File: src/rtl/cpu_pkg.sv
// Shared pipeline definitions: memory-op one-hot bit positions and the trace entry layout.
package cpu_pkg;
  localparam int MEMOP_LB  = 0;
  localparam int MEMOP_LBU = 1;
  localparam int MEMOP_LH  = 2;
  localparam int MEMOP_LHU = 3;
  localparam int MEMOP_LW  = 4;
  localparam int MEMOP_SB  = 5;
  localparam int MEMOP_SH  = 6;
  localparam int MEMOP_SW  = 7;

  typedef struct packed {
    logic [31:0] pc;
    logic [3:0]  wen;
    logic [4:0]  wnum;
    logic [31:0] wdata;
  } trace_entry_t;
endpackage

File: src/rtl/wb_trace_fifo.sv
// Synchronous FIFO of trace entries with full/empty flags; head is read straight from storage.
module wb_trace_fifo
  import cpu_pkg::*;
#(
  parameter int DEPTH = 4
) (
  input  logic         clk,
  input  logic         rst,
  input  logic         push,
  input  trace_entry_t push_data,
  input  logic         pop,
  output trace_entry_t head,
  output logic         full,
  output logic         empty
);
  localparam int AW = $clog2(DEPTH);

  trace_entry_t   mem [DEPTH];
  logic [AW-1:0]  wr_ptr, rd_ptr;
  logic [AW:0]    count;
  logic           do_push, do_pop;

  assign full    = (count == (AW+1)'(DEPTH));
  assign empty   = (count == '0);
  assign do_push = push & ~full;
  assign do_pop  = pop & ~empty;
  assign head    = mem[rd_ptr];

  always_ff @(posedge clk) begin
    if (rst) begin
      wr_ptr <= '0;
      rd_ptr <= '0;
      count  <= '0;
    end else begin
      if (do_push) wr_ptr <= wr_ptr + 1'b1;
      if (do_pop)  rd_ptr <= rd_ptr + 1'b1;
      case ({do_push, do_pop})
        2'b10:   count <= count + 1'b1;
        2'b01:   count <= count - 1'b1;
        default: count <= count;
      endcase
    end
  end

  always_ff @(posedge clk) begin
    if (do_push) mem[wr_ptr] <= push_data;
  end
endmodule

File: src/rtl/wb_stage.sv
// Write-back stage: load alignment/extension, result select, RF write, forwarding, retire count.
// Optional buffered trace port with backpressure is built when WB_TRACE_EN is defined.
module wb_stage
  import cpu_pkg::*;
#(
  parameter int TRACE_DEPTH = 4
) (
  input  logic        clk,
  input  logic        rst,
  input  logic        in_valid,
  output logic        in_ready,
  input  logic [31:0] result,
  input  logic [31:0] pc,
  input  logic [7:0]  mem_op,
  input  logic        res_from_mem,
  input  logic        res_from_csr,
  input  logic        gr_we,
  input  logic [4:0]  dest,
  input  logic [31:0] data_sram_rdata,
  input  logic [31:0] csr_rdata,
  output logic        rf_we,
  output logic [4:0]  rf_waddr,
  output logic [31:0] rf_wdata,
  output logic        fwd_valid,
  output logic [4:0]  fwd_dest,
  output logic [31:0] fwd_data,
  output logic [31:0] retired
`ifdef WB_TRACE_EN
  ,
  output logic        trace_valid,
  input  logic        trace_ready,
  output logic [31:0] trace_pc,
  output logic [3:0]  trace_wen,
  output logic [4:0]  trace_wnum,
  output logic [31:0] trace_wdata
`endif
);
  if (TRACE_DEPTH < 2 || (TRACE_DEPTH & (TRACE_DEPTH - 1)) != 0) begin : g_bad_depth
    $error("TRACE_DEPTH must be a power of two, at least 2");
  end

  logic        ready_go, retire, wr_ok;
  logic [31:0] rd, load_val, wdata;
  logic [7:0]  ld_byte;
  logic [15:0] ld_half;
  logic        unused_bits;

  assign unused_bits = ^{mem_op[MEMOP_SW:MEMOP_SB], pc};

  assign retire   = ~rst & in_valid & ready_go;
  assign in_ready = ~rst & (~in_valid | ready_go);

  assign ld_byte = 8'(rd >> {result[1:0], 3'b000});
  assign ld_half = 16'(rd >> {result[1], 4'b0000});

  always_comb begin
    load_val = rd;
    if (mem_op[MEMOP_LB])       load_val = {{24{ld_byte[7]}}, ld_byte};
    else if (mem_op[MEMOP_LBU]) load_val = {24'h0, ld_byte};
    else if (mem_op[MEMOP_LH])  load_val = {{16{ld_half[15]}}, ld_half};
    else if (mem_op[MEMOP_LHU]) load_val = {16'h0, ld_half};
  end

  assign wdata = res_from_mem ? load_val : (res_from_csr ? csr_rdata : result);

  // Stores have gr_we low, so they retire without a GPR write.
  assign wr_ok     = gr_we & (dest != 5'd0);
  assign rf_we     = retire & wr_ok;
  assign rf_waddr  = dest;
  assign rf_wdata  = wdata;
  assign fwd_valid = ~rst & in_valid & wr_ok;
  assign fwd_dest  = dest;
  assign fwd_data  = wdata;

  always_ff @(posedge clk) begin
    if (rst)         retired <= '0;
    else if (retire) retired <= retired + 32'd1;
  end

`ifdef WB_TRACE_EN
  logic         fifo_full, fifo_empty, held;
  logic [31:0]  hold_reg;
  trace_entry_t push_e, head_e;

  assign ready_go = ~fifo_full;
  assign rd       = held ? hold_reg : data_sram_rdata;

  // SRAM data is only valid on the first WB cycle, so capture it when a stall starts.
  always_ff @(posedge clk) begin
    if (rst) begin
      held     <= 1'b0;
      hold_reg <= '0;
    end else if (retire) begin
      held     <= 1'b0;
    end else if (in_valid & ~ready_go & ~held) begin
      hold_reg <= data_sram_rdata;
      held     <= 1'b1;
    end
  end

  assign push_e = '{pc: pc, wen: {4{rf_we}}, wnum: dest, wdata: wdata};

  wb_trace_fifo #(.DEPTH(TRACE_DEPTH)) u_trace_fifo (
    .clk       (clk),
    .rst       (rst),
    .push      (retire),
    .push_data (push_e),
    .pop       (trace_valid & trace_ready),
    .head      (head_e),
    .full      (fifo_full),
    .empty     (fifo_empty)
  );

  assign trace_valid = ~fifo_empty;
  assign trace_pc    = fifo_empty ? '0 : head_e.pc;
  assign trace_wen   = fifo_empty ? '0 : head_e.wen;
  assign trace_wnum  = fifo_empty ? '0 : head_e.wnum;
  assign trace_wdata = fifo_empty ? '0 : head_e.wdata;
`else
  assign ready_go = 1'b1;
  assign rd       = data_sram_rdata;
`endif
endmodule

File: config.mk
export PLATFORM = sky130hd
export DESIGN_NAME = wb_stage
export DESIGN_NICKNAME = d
export VERILOG_FILES = /design/src/rtl/cpu_pkg.sv /design/src/rtl/wb_trace_fifo.sv /design/src/rtl/wb_stage.sv
export SDC_FILE = /design/constraint.sdc
export NUM_CORES = 1
export LEC_CHECK = 0
export ABC_AREA = 1
export ABC_CLOCK_PERIOD_IN_PS = 3600
export BUFFER_PORTS_ARGS = -buffer_cell sky130_fd_sc_hd__buf_4
export CAP_MARGIN = 30
export CORE_MARGIN = 2
export CORE_UTILIZATION = 25
export DETAILED_ROUTE_END_ITERATION = 7
export PLACE_DENSITY = 0.53
export SLEW_MARGIN = 20
export SYNTH_ARGS = -nofsm -noshare
export SYNTH_HDL_FRONTEND = slang
export SYNTH_SLANG_ARGS = --single-unit
File: constraint.sdc
create_clock -name clk -period 3.6 [get_ports clk]
set_input_delay 0.72 -clock clk [delete_from_list [all_inputs] [get_ports clk]]
set_output_delay 0.72 -clock clk [all_outputs]
set_load 0.03 [all_outputs]
==> reports/metrics.cfg <==
[run_status]
status=complete, no violations

[floorplan]
num_io_pins=256
core_mm2=0.0146
start_util=0.256
dieArea_mm2=0.0160
die_y_um=126
die_width_um=126
fp-row-count=44

[setup_path]
path_cells=buf_4, inv_2, nand2_1, nand3_1, o21a_1, nand2_2, a31oi_1, buf_4
crit_family=buffers and inverters
cp_slowest_cell=a31oi_1
criticalPathCategory=in2out
cp-end-kind=output pin
timing.critical_path.buf_inv=3
required_ns=2.88
cp_slowest_stage_delay_ns=0.38
cpMostUsedCell=buf_4
path_max_fanout=24
cp-start-kind=input pin
arrival_ns=2.35

[power_and_ir_drop]
p_total_mw=1.52
ir_drop_mv=0.344
p_sw_mw=0.553
power.internal_mw=0.968
clkPwrFrac=0.345
power.share.switching=0.364
seqPwrFrac=0.236
p_per_area_mw_per_mm2=284
combPwrFrac=0.418
leakage_nw=2.64

[timing]
drv_slew=0
tightestPinTransition_ns=0.638
timing.final.crit_share=0.852
rsz0062_at_grt=false
clock.fmax_mhz=326
tns_ns=0
hold_violations=0
skew_ns=0.00240
setup_violations=0
min_period_ns=3.07
relSlewSlack=0.575

[detailed_routing]
routed-wl-met2_um=6970
firstDrtPassIters=4
antenna_left=0
met1_length_um=6060
vias=4403
dr.first_iter.drc_count=145
wl_um=14000
drt-vias-per-instance=4.56
drc=0
wl_met3_um=761
wl_per_cell_um=14.5
top_layer=met4

[layout]
largest_reg_flops=32
fin_nets=928
regMostFlops=retired
n_antenna_cell=0
final_cell_mix=buf_4, nand2_1, inv_1
top_regs=retired: 32 flops
final_common_cell=buf_4
area_growth_pct=43.2
drive_above_1_share=0.357
layout.cells.non_filler=965

[yosys]
synth_top_cell_area_share=0.171
synthCells=623
yosysSeqAreaShare=0.171
synth-seq-cells=32
synth_edf_count=0
ys_warn_count=0
synth-simple-area-share=0.364
synth_area_mm2=0.00374
synth_nets=771
synth.avg_cell_area_um2=6.00
synth-xor-area-share=0.00234
synth_area_leaders=dfxtp_1, nand2_1, buf_4
synthMuxAreaShare=0.0161
synth_area_leader_cell=dfxtp_1
synth_cell_types=36
synth_compound_area_frac=0.219
yosys.area_share.adder=0.00335
async_flop_share=0
synth_ff_type=dfxtp_1
synth_top_family_by_area=simple AND/OR/NAND/NOR gates

[cts]
cts.path.max_buffers=2
ctsHoldBuffers=0
cts_tree=yes
cts_num_sinks=32
cts-resized-gates=0
post_cts_buffers=0
cts_buffers=5
clk_latency_ns=0.28
path_clk_slew_ns=0.05
htreeDepth=2
root_buffer=clkbuf_16

[global_route]
grtUsageTotal=0.167
grt_overflow_total=0
grt_pass1_wl_um=21700
antenna_found_initial=0
grt_pass1_vias=4151
grt_max_degree=63

[placed_design]
dp_hpwl_um=11300
globalplace.congestion=0.813
io_buffers=219
dpl.cell_count=957

[job]
drv_cap=0

[min_path]
min_path_type=reg2reg

## per-layer routing
| metal | global-route usage | vias to the layer above |
|---|---|---|
| met2 | 0.306 | 148 |
| met1 | 0.210 | 1939 |
| met3 | 0.0232 | 7 |
| met4 | 0.0356 | 0 |
| met5 | 0 | - |
| li1 | - | 2309 |
## synth_stat cells (8+ instances only)
library cell / count
nand2_1: 122
inv_1: 86
nor2_1: 67
buf_4: 43
nand3_1: 43
dfxtp_1: 32
a31oi_1: 25
o21ai_0: 25
a211oi_1: 24
a21oi_1: 23
o21ai_1: 18
buf_2: 12
clkbuf_1: 11
nand4_1: 10
inv_2: 9
nand2_2: 9
nor2_4: 9
o211ai_1: 8
## worst min-delay path, delay by kind of cell (launching register included)
| kind | cells | cell delay, ns |
|---|---|---|
| flip-flops | 1 | 0.32 |
| AO/OA/AOI/OAI | 1 | 0.05 |
| buffers and inverters | 1 | 0.05 |
## logic make-up (layout without fill, tap and decap cells)
logic type | after synthesis | after routing
flip-flops | 32 | 32
AO/OA/AOI/OAI | 132 | 132
multiplexers | 6 | 6
AND/OR/NAND/NOR | 282 | 282
adder cells (fa/ha/maj) | 1 | 1
buffers and inverters | 169 | 327
XOR/XNOR | 1 | 1
## per-stage QoR
step | hold WS, ns | setup slack, ns | util | instance area (µm²)
after floorplan | 0.585 | 0.634 | - | 3740
after global placement | 0.466 | 0.489 | 0.354 | 5170
after detailed placement | 0.464 | 0.491 | 0.354 | 5170
after CTS | 0.473 | 0.486 | 0.367 | 5350
after global routing | 0.510 | 0.369 | 0.367 | 5350
final | 0.466 | 0.531 | 0.367 | 5350
## power by group through the flow
stage	logic [mW]	clock network, mW	registers [mW]
floorplan	0.424	0	0.371
global placement	0.640	0	0.367
detailed placement	0.642	0	0.367
CTS	0.644	0.537	0.359
global route	0.683	0.547	0.359
finish	0.636	0.525	0.359
## final timing paths
path / startpoint / depth (start not counted) / slack [ns] / endpoint
worst min-delay path: retired[10] / 2 / 0.47 / retired[10]
worst max register to register: retired[1] / 8 / 2.07 / retired[30]
worst max-delay path: result[1] / 8 / 0.53 / rf_wdata[17]
worst min register to register: retired[10] / 2 / 0.47 / retired[10]
## area by class of cell
class | instances | area, µm²
fillers | 1656 | 9240
multi-input cells | 422 | 2260
repair buffers | 223 | 1670
flip-flops and latches | 32 | 641
inverters | 96 | 365
well taps | 184 | 230
clock buffers | 7 | 153
clock inverters | 1 | 30.0
Note: power is estimated with default switching activity, not from simulation.
